## src/rtl/parking_pkg.sv

```systemverilog
// Shared types and constants for the parking payment controller:
// FSM state encoding, coin codes with their decoded values, and money width.
package parking_pkg;

    localparam int COST_W = 10;

    typedef enum logic [2:0] {
        ST_IDLE,
        ST_LOAD,
        ST_COLLECT,
        ST_GATE,
        ST_ABORT
    } state_e;

    localparam logic [1:0] COIN_CODE_1  = 2'b00;
    localparam logic [1:0] COIN_CODE_5  = 2'b01;
    localparam logic [1:0] COIN_CODE_10 = 2'b10;
    localparam logic [1:0] COIN_CODE_25 = 2'b11;

    localparam logic [COST_W-1:0] COIN_VAL_1  = 10'd1;
    localparam logic [COST_W-1:0] COIN_VAL_5  = 10'd5;
    localparam logic [COST_W-1:0] COIN_VAL_10 = 10'd10;
    localparam logic [COST_W-1:0] COIN_VAL_25 = 10'd25;

    // Translate a coin code into its monetary value.
    function automatic logic [COST_W-1:0] coin_value(input logic [1:0] code);
        case (code)
            COIN_CODE_1:  coin_value = COIN_VAL_1;
            COIN_CODE_5:  coin_value = COIN_VAL_5;
            COIN_CODE_10: coin_value = COIN_VAL_10;
            default:      coin_value = COIN_VAL_25;
        endcase
    endfunction

endpackage

```

## src/rtl/parking_payment_ctrl_gate_timer.sv

```systemverilog
// Loadable down-counter with a zero flag; it times how long the exit gate
// stays open after a settlement.
module gate_timer #(
    parameter int W = 3
) (
    input  logic         clk,
    input  logic         reset,
    input  logic         load_i,
    input  logic [W-1:0] load_val_i,
    input  logic         dec_i,
    output logic         zero_o
);

    logic [W-1:0] count_q;
    logic [W-1:0] count_d;

    // Next count: a load takes priority over a decrement; the counter never
    // goes below zero.
    always_comb begin
        // NOTE: assign every combinational output a default first so that no
        // path through the block leaves it unassigned and infers a latch.
        count_d = count_q;
        if (load_i) begin
            count_d = load_val_i;
        end else if (dec_i && (count_q != '0)) begin
            count_d = count_q - 1'b1;
        end
    end

    // Count register with asynchronous clear.
    always_ff @(posedge clk or posedge reset) begin
        // NOTE: state is written with non-blocking assignments so every
        // register samples the pre-edge values, independent of block order.
        if (reset) begin
            count_q <= '0;
        end else begin
            count_q <= count_d;
        end
    end

    assign zero_o = (count_q == '0);

endmodule

```

## src/rtl/parking_payment_ctrl.sv

```systemverilog
// Exit payment controller: latches the exiting car's cost, accumulates coins,
// opens the gate with change on full payment, or aborts with a refund when the
// driver stops inserting coins.
module parking_payment_ctrl
    import parking_pkg::*;
#(
    parameter int GATE_CYCLES = 8,
    parameter int PAY_TIMEOUT = 200
) (
    input  logic              clk,
    input  logic              reset,
    input  logic              exit_req,
    input  logic [2:0]        exit_sel,
    input  logic [COST_W-1:0] cost_in,
    input  logic              coin_valid,
    input  logic [1:0]        coin_code,
    output logic              busy,
    output logic [COST_W-1:0] amount_due,
    output logic [COST_W-1:0] amount_paid,
    output logic [COST_W-1:0] change_out,
    output logic              gate_open,
    output logic [2:0]        active_sel,
    output logic              done,
    output logic              abort,
    output logic [COST_W-1:0] refund
);

    // Timeout counter only has to reach PAY_TIMEOUT-1.
    localparam int TMO_W = (PAY_TIMEOUT > 2) ? $clog2(PAY_TIMEOUT) : 1;
    localparam logic [TMO_W-1:0] TMO_LAST = TMO_W'(PAY_TIMEOUT - 1);

    // Gate timer is loaded with GATE_CYCLES-1 and the gate closes after the
    // cycle in which it reads zero, giving exactly GATE_CYCLES open cycles.
    localparam int GT_W = (GATE_CYCLES > 1) ? $clog2(GATE_CYCLES) : 1;
    localparam logic [GT_W-1:0] GT_LOAD = GT_W'(GATE_CYCLES - 1);

    state_e            state_q,      state_d;
    logic [2:0]        active_sel_q, active_sel_d;
    logic [COST_W-1:0] due_q,        due_d;
    logic [COST_W-1:0] paid_q,       paid_d;
    logic [COST_W-1:0] change_q,     change_d;
    logic [TMO_W-1:0]  tmo_q,        tmo_d;
    logic              done_q,       done_d;

    logic              sel_valid;
    logic [COST_W:0]   coin_sum;
    logic [COST_W-1:0] paid_sat;
    logic              timer_load;
    logic              timer_dec;
    logic              timer_zero;

    assign sel_valid = (exit_sel != 3'd0) && (exit_sel <= 3'd3);

    // Coin accumulation with one spare bit to detect overflow, clamped to the
    // largest representable amount instead of wrapping.
    assign coin_sum = {1'b0, paid_q} + {1'b0, coin_value(coin_code)};
    assign paid_sat = coin_sum[COST_W] ? '1 : coin_sum[COST_W-1:0];

    // Next-state and datapath updates for the settlement sequence.
    always_comb begin
        state_d      = state_q;
        active_sel_d = active_sel_q;
        due_d        = due_q;
        paid_d       = paid_q;
        change_d     = change_q;
        tmo_d        = tmo_q;
        done_d       = 1'b0;
        timer_load   = 1'b0;
        timer_dec    = 1'b0;

        case (state_q)
            ST_IDLE: begin
                if (exit_req && sel_valid) begin
                    active_sel_d = exit_sel;
                    state_d      = ST_LOAD;
                end
            end

            ST_LOAD: begin
                due_d  = cost_in;
                paid_d = '0;
                tmo_d  = '0;
                if (cost_in == '0) begin
                    // Nothing owed: settle at once with zero change.
                    change_d   = '0;
                    done_d     = 1'b1;
                    timer_load = 1'b1;
                    state_d    = ST_GATE;
                end else begin
                    state_d = ST_COLLECT;
                end
            end

            ST_COLLECT: begin
                if (coin_valid) begin
                    // A coin always restarts the idle count, even in the
                    // cycle that would otherwise have timed out.
                    paid_d = paid_sat;
                    tmo_d  = '0;
                    if (paid_sat >= due_q) begin
                        change_d   = paid_sat - due_q;
                        done_d     = 1'b1;
                        timer_load = 1'b1;
                        state_d    = ST_GATE;
                    end
                end else if (tmo_q == TMO_LAST) begin
                    state_d = ST_ABORT;
                end else begin
                    tmo_d = tmo_q + 1'b1;
                end
            end

            ST_GATE: begin
                if (timer_zero) begin
                    state_d = ST_IDLE;
                end else begin
                    timer_dec = 1'b1;
                end
            end

            ST_ABORT: begin
                state_d = ST_IDLE;
            end

            default: begin
                state_d = ST_IDLE;
            end
        endcase
    end

    // Controller registers; reset clears every one of them, which also
    // closes the gate immediately since gate_open decodes the state.
    always_ff @(posedge clk or posedge reset) begin
        if (reset) begin
            state_q      <= ST_IDLE;
            active_sel_q <= '0;
            due_q        <= '0;
            paid_q       <= '0;
            change_q     <= '0;
            tmo_q        <= '0;
            done_q       <= 1'b0;
        end else begin
            state_q      <= state_d;
            active_sel_q <= active_sel_d;
            due_q        <= due_d;
            paid_q       <= paid_d;
            change_q     <= change_d;
            tmo_q        <= tmo_d;
            done_q       <= done_d;
        end
    end

    gate_timer #(
        .W (GT_W)
    ) u_gate_timer (
        .clk        (clk),
        .reset      (reset),
        .load_i     (timer_load),
        .load_val_i (GT_LOAD),
        .dec_i      (timer_dec),
        .zero_o     (timer_zero)
    );

    assign busy        = (state_q != ST_IDLE);
    assign gate_open   = (state_q == ST_GATE);
    assign abort       = (state_q == ST_ABORT);
    assign refund      = abort ? paid_q : '0;
    assign done        = done_q;
    assign amount_due  = due_q;
    assign amount_paid = paid_q;
    assign change_out  = change_q;
    assign active_sel  = active_sel_q;

endmodule
```

## config.mk

```make
export PLATFORM = sky130hd
export DESIGN_NAME = parking_payment_ctrl
export DESIGN_NICKNAME = d
export VERILOG_FILES = /design/src/rtl/parking_pkg.sv /design/src/rtl/parking_payment_ctrl_gate_timer.sv /design/src/rtl/parking_payment_ctrl.sv
export SDC_FILE = /design/constraint.sdc
export NUM_CORES = 1
export LEC_CHECK = 0
export CORE_ASPECT_RATIO = 2
export CORE_MARGIN = 2
export CORE_UTILIZATION = 35
export DETAILED_ROUTE_END_ITERATION = 16
export HOLD_SLACK_MARGIN = 0.05
export PLACE_DENSITY = 0.59
export SYNTH_ARGS = -nofsm -noshare
export SYNTH_HDL_FRONTEND = slang
export SYNTH_HIERARCHICAL = 1
export SYNTH_SLANG_ARGS = --single-unit
```

## constraint.sdc

```tcl
create_clock -name clk -period 4.03 [get_ports clk]
set_input_delay 0.403 -clock clk [delete_from_list [all_inputs] [get_ports clk]]
set_output_delay 0.403 -clock clk [all_outputs]
set_load 0.005 [all_outputs]
```

==> impl_results.md, run 1 <==
* Outcome: completed
* Peak supply drop at 340.2 µV
* Post-Syn Instances at 343
* Unrepaired setup endpoints after global routing: no
* # clock sinks at 48
* Most common cell after layout, fill and taps aside: clkdlybuf4s50_1
* Inst Count DP at 542
* Tmin final at 3.794 ns
* Hold buffer count at cts at 0
* Ys async rst share at 1.000
* Final WS setup at 0.2361 ns
* Static leakage at 2.071 nW
* Min-Delay Path Class: in -> async
* CORE AREA at 8648 µm²
* Syn_area_per_cell at 9.047 µm²
* Starting DRT DRC Count at 150
* Synth area leaders: dfrtp_1 39%, ha_1 7.3%, nand2_1 4.6%, o21ai_0 2.9%, o31ai_1 2.9%
* GRT busiest layer: met2
* Worst Path Arrival at 3.99 ns
* Synthesized cell area at 3103 µm²
* Slew headroom at 0.5793
* H-tree depth at 2
* Vias at 2901
* Die X at 70.58 µm
* Met2 Use GR at 0.3443
* CP Launch Type: input pin
* CP Data Required Time at 4.23 ns
* Congestion Overflow GR at 0
* Initial antenna violation count at 0
* Share of the synthesized area in the top cell type at 0.3871
* Vias per cell at 5.208
* Fin crit share at 0.9414
* Die Ht at 137.2 µm
* Commonest non-fill, non-tap cells in the layout: 63 x clkdlybuf4s50_1, 50 x buf_4, 48 x dfrtp_1, 38 x nand2_1, 20 x inv_1
* CP max stage delay at 0.53 ns
* Post-synthesis register bit count at 48
* Worst r2r src: amount_paid[0]
* CP most frequent cell: buf_4
* Avg WL per Cell at 15.87 µm
* Synthesis warning total at 6
* Dpl ws at -0.5142 ns
* Post-synth EDFFs at 0
* Crit path kind: in -> reg
* Total track usage at 0.1837
* Diode count at 0
* Slowest library cell on the worst path: or4b_4
* Setup crit end kind: flop
* Placed wire-length estimate at 6590 µm
* Largest area contributor in the netlist: dfrtp_1
* Worst-path clk slew at 0.07 ns
* Area delta synth->final at 50.97%
* Worst-Skew Late Latency at 0.30 ns
* Fin. Hold Viols at 0
* Share of post-route cells with drive strength above 1 at 0.2429
* Post-Route WL at 8837 µm
* Nets at 495
* Netlist cell types at 62
* Slew Viols, Final at 0
* TritonCTS clock tree: built
* Largest net degree at the start of global routing at 46
* Row count at 48
* Worst Setup SP: coin_code[1]
* Root Driver: clkbuf_16
* Max-Cap Viols at 0
* Post-synth top flop: dfrtp_1
* First-pass GRT wire length at 14080 µm
* Drt drc at 0
* First drt pass iteration count at 4
* Non-filler cells in the finished layout at 557
* Io pins at 66
* Seq/Total Area, Yosys at 0.3871
* Vias in the first global route at 2955
* Fin Setup TNS at 0 ns
* Port Buffer Count at 65
* Met3 usage at 0.01915
* R2r worst-path depth at 17
* Met1 Resource Use GR at 0.2059
* TritonCTS buffer count at 5
* Fmax at 263.6 MHz
* Worst-Margin Slew at 0.6288 ns
* Power per Cell Area at 782.0 nW/µm²
* Setup violators final at 0
* Clock tree buffer depth at 2
* Post-route ant nets at 0
* Max FO, Critical Path at 6
* Setup Skew at 0.007112 ns
* Die area at 9681 µm²
* GP Congestion at 0.8841
* Initial Util at 0.3588
* Critical path, cell by cell: dlygate4sd2_1, buf_4, nor2b_2, ha_1, buf_4, a21oi_2, o21a_1, or2_4, nor2_4, mux2_4, ha_4, buf_6, nand4_1, nor3_2, nor3_1, buf_4, a31o_4, inv_4, or4b_4, o311ai_2
path summary, 6_finish.rpt:
kind | to | slack, ns
min in group clk | change_out[0] | 0.48
setup / recovery | u_gate_timer/count_q[1] | 0.24
max in group asynchronous | amount_due[6] | 3.03
hold / removal | u_gate_timer/count_q[0] | 0.30
setup reg to reg | change_out[3] | 0.27
hold reg to reg | change_out[0] | 0.48
logic make-up after synthesis:
logic type      count (synthesis)  share of synthesized area
buf+inv                        37                    0.04839
xor+xnor                        9                    0.02540
compound gates                 84                     0.1923
fa+ha+maj                      20                    0.08549
mux                             5                    0.01774
flops                          48                     0.3871
simple gates                  139                     0.2423
other cells                     1                   0.001209
timing repair:
item	CTS	global route
gates cloned	0	1
pin swaps	3	19
gates resized for setup	15	36
setup buffers	0	6
setup endpoints to repair	5	12
routing by layer:
| metal | share of wire | vias to the layer above |
|---|---|---|
| met4 | 0.028 | 0 |
| li1 | - | 1438 |
| met1 | 0.39 | 1393 |
| met5 | 0 | - |
| met2 | 0.56 | 54 |
| met3 | 0.024 | 16 |
registers in the layout, indices dropped and copies added, names as in the netlist:
name	cells
amount_paid	10
change_out	10
done	1
tmo_q	8
u_gate_timer/count_q	3
amount_due	10
state_q	3
active_sel	3
worst max-delay path: cells and delay by family:
family / cells / cell delay, ns
buf+inv: 6 / 0.84
simple gates: 7 / 1.30
compound gates: 4 / 0.55
fa+ha+maj: 2 / 0.57
mux: 1 / 0.32
metrics by stage:
step	utilization	hold slack, ns	instance area [µm²]	power, mW
detailed placement	0.4848	0.4648	4193	2.869
global route	0.5417	0.3159	4684	3.955
CTS	0.5120	0.3050	4428	3.451
floorplan	-	0.1566	3141	1.965
finish	0.5417	0.3025	4684	3.663
global placement	0.4848	0.4690	4193	2.850
cell usage after synthesis (all sizes together) (4+ instances only):
cell type  instances
nor3               8
a21oi             12
nand2b             7
nor2b             11
clkbuf            11
o21ai             25
or3                4
o21a               7
ha                18
and2              13
nor2              21
xnor2              6
or2                5
mux2               4
nand2             38
inv               22
o31ai             12
buf                4
nand3             12
dfrtp             48
where the power goes:
part	internal [mW]	switching (mW)
Clock	0.295	0.193
Combinational	1.25	1.11
Sequential	0.655	0.166
Total	2.20	1.47
layout make-up:
cell class / instances / area (µm²)
Timing Repair Buffer: 119 / 1095
Clock buffer: 5 / 125.1
Fill cell: 838 / 3964
Multi-Input combinational cell: 260 / 2007
Sequential cell: 48 / 1201
Inverter: 22 / 85.08
Clock inverter: 3 / 46.29
Tap cell: 100 / 125.1
Note: power is estimated with default switching activity, not from simulation.
==> inputs of run 2 (changes only) <==
==> constraint.sdc (replaced) <==
create_clock -name clk -period 4.03 [get_ports clk]
set_input_delay 0.6045 -clock clk [delete_from_list [all_inputs] [get_ports clk]]
set_output_delay 0.6045 -clock clk [all_outputs]
set_load 0.005 [all_outputs]
==> run 2 against run 1 <==
Net effect:
- register-to-register slack is essentially flat
- first-iteration DRC count shrank 33%
- global-route usage grew 0.27 points
- critical path depth is the same
- clock power shrank 2%
- core utilization shrank 0.64 points
- largest power group unchanged
- sequential share of layout area grew 0.30 points
- critical path type unchanged
==> impl_results.md, run 2 (synthesis results as in run 1) <==
* Largest net degree at the start of global routing at 46
* Inst Count DP at 544
* Setup violators final at 0
* First drt pass iteration count at 4
* Register Area at 1201 µm²
* # clock sinks at 48
* Die X at 70.58 µm
* Fmax at 256.8 MHz
* Total track usage at 0.1864
* CP Data Required Time at 4.24 ns
* Fillcell total at 850
* Placed wire-length estimate at 6541 µm
* Worst-path clk slew at 0.07 ns
* Worst-Skew Late Latency at 0.29 ns
* Area delta synth->final at 49.19%
* Peak supply drop at 326.5 µV
* Max FO, Critical Path at 4
* Fin crit share at 0.9663
* Port Buffer Count at 65
* TritonCTS clock tree: built
* H-tree depth at 2
* Clock tree buffer depth at 2
* Worst-Margin Slew at 0.9635 ns
* Outcome: completed
* Share of post-route cells with drive strength above 1 at 0.2570
* Initial Util at 0.3588
* Hold buffer count at cts at 0
* Die area at 9681 µm²
* Fin. Hold Viols at 0
* Row count at 48
* Non-filler cells in the finished layout at 563
* Vias in the first global route at 3030
* Post-route ant nets at 0
* Vias per cell at 5.183
* Diode count at 0
* Io pins at 66
* Crit path kind: in -> reg
* Slew headroom at 0.3567
* Min-Delay Path Class: reg -> reg
* Most common cell after layout, fill and taps aside: clkdlybuf4s50_1
* Vias at 2918
* Commonest non-fill, non-tap cells in the layout: 63 x clkdlybuf4s50_1, 59 x buf_4, 48 x dfrtp_1, 37 x nand2_1, 20 x inv_1
* Setup crit end kind: flop
* Nets at 501
* Power per Cell Area at 780.0 nW/µm²
* Root Driver: clkbuf_16
* Worst Path Arrival at 4.10 ns
* Drt drc at 0
* Initial antenna violation count at 0
* Setup Skew at 0.007940 ns
* Static leakage at 2.077 nW
* CP Launch Type: input pin
* First-pass GRT wire length at 14360 µm
* GP Congestion at 0.8331
* Avg WL per Cell at 15.21 µm
* Tmin final at 3.894 ns
* Max-Cap Viols at 0
* Multi-input logic area at 1953 µm²
* Slew Viols, Final at 0
* Congestion Overflow GR at 0
* Starting DRT DRC Count at 100
* Post-Route WL at 8566 µm
* Die Ht at 137.2 µm
* TritonCTS buffer count at 5
* CORE AREA at 8648 µm²
* Total Power at 3.611 mW
run 2: cell types whose count changed in the layout (fill, tap and decap cells not counted), sizes merged:
cell,before,now
dlygate4sd2,1,0
clkdlybuf4s15,0,1
dlymetal6s2s,1,0
buf,53,60
run 2: area by class of cell:
cell class / count / share of cell area
inverter: 22 / 0.01784
multi-input combinational: 260 / 0.4219
tap: 100 / 0.02703
timing repair buffer: 125 / 0.2376
clock buffer: 5 / 0.02703
sequential: 48 / 0.2595
clock inverter: 3 / 0.009189
run 2: final timing paths:
check,start,cells past startpoint,endpoint,slack [ns]
min in group asynchronous,reset,2,u_gate_timer/count_q[1],0.54
worst max register to register,amount_paid[0],18,u_gate_timer/count_q[0],0.28
max in group asynchronous,reset,2,change_out[8],2.54
worst min register to register,change_out[6],2,change_out[6],0.48
worst max-delay path,coin_code[1],20,u_gate_timer/count_q[0],0.14
worst min-delay path,change_out[6],2,change_out[6],0.48
run 2: what timing repair did:
action	in CTS	in global routing
hold endpoints to repair	0	0
setup buffers	6	5
setup endpoints to repair	11	9
pin swaps	16	15
gates resized for setup	19	15
run 2: critical path, stage by stage:
cell and delay, ns:
clkdlybuf4s15_1 0.23, nand2b_4 0.08, ha_4 0.16, fa_2 0.35
a21oi_2 0.16, o21bai_2 0.10, a21oi_2 0.17, buf_4 0.14
buf_4 0.11, nor2b_4 0.04, nand3_2 0.07, mux2_4 0.32
ha_4 0.25, o21ai_2 0.11, nor2_1 0.07, nor3_2 0.20
a31o_1 0.22, inv_2 0.07, or4b_1 0.51, o211ai_1 0.10
run 2: through the flow:
stage | hold slack (ns) | area, µm² | setup TNS [ns] | utilization | setup slack [ns]
finish | 0.4752 | 4629 | 0 | 0.5353 | 0.1358
global route | 0.4983 | 4629 | -0.01823 | 0.5353 | -0.01823
CTS | 0.4805 | 4532 | 0 | 0.5240 | 0.08940
detailed placement | 0.4649 | 4250 | -5.053 | 0.4915 | -0.4759
global placement | 0.4600 | 4250 | -4.400 | 0.4915 | -0.4256
floorplan | 0.3581 | 3192 | 0 | - | 0.003806
run 2: layer usage:
layer / routed length (µm) / part of all wire / track usage
met2: 4963 / 0.58 / 0.3622
met1: 3145 / 0.37 / 0.2004
met4: 195 / 0.023 / 0.06394
met3: 262 / 0.031 / 0.02798
met5: 0 / 0 / 0
run 2: power by group:
part | internal (mW) | total, mW | switching [mW]
registers | 0.655 | 0.819 | 0.164
logic | 1.24 | 2.31 | 1.07
clock network | 0.292 | 0.480 | 0.188
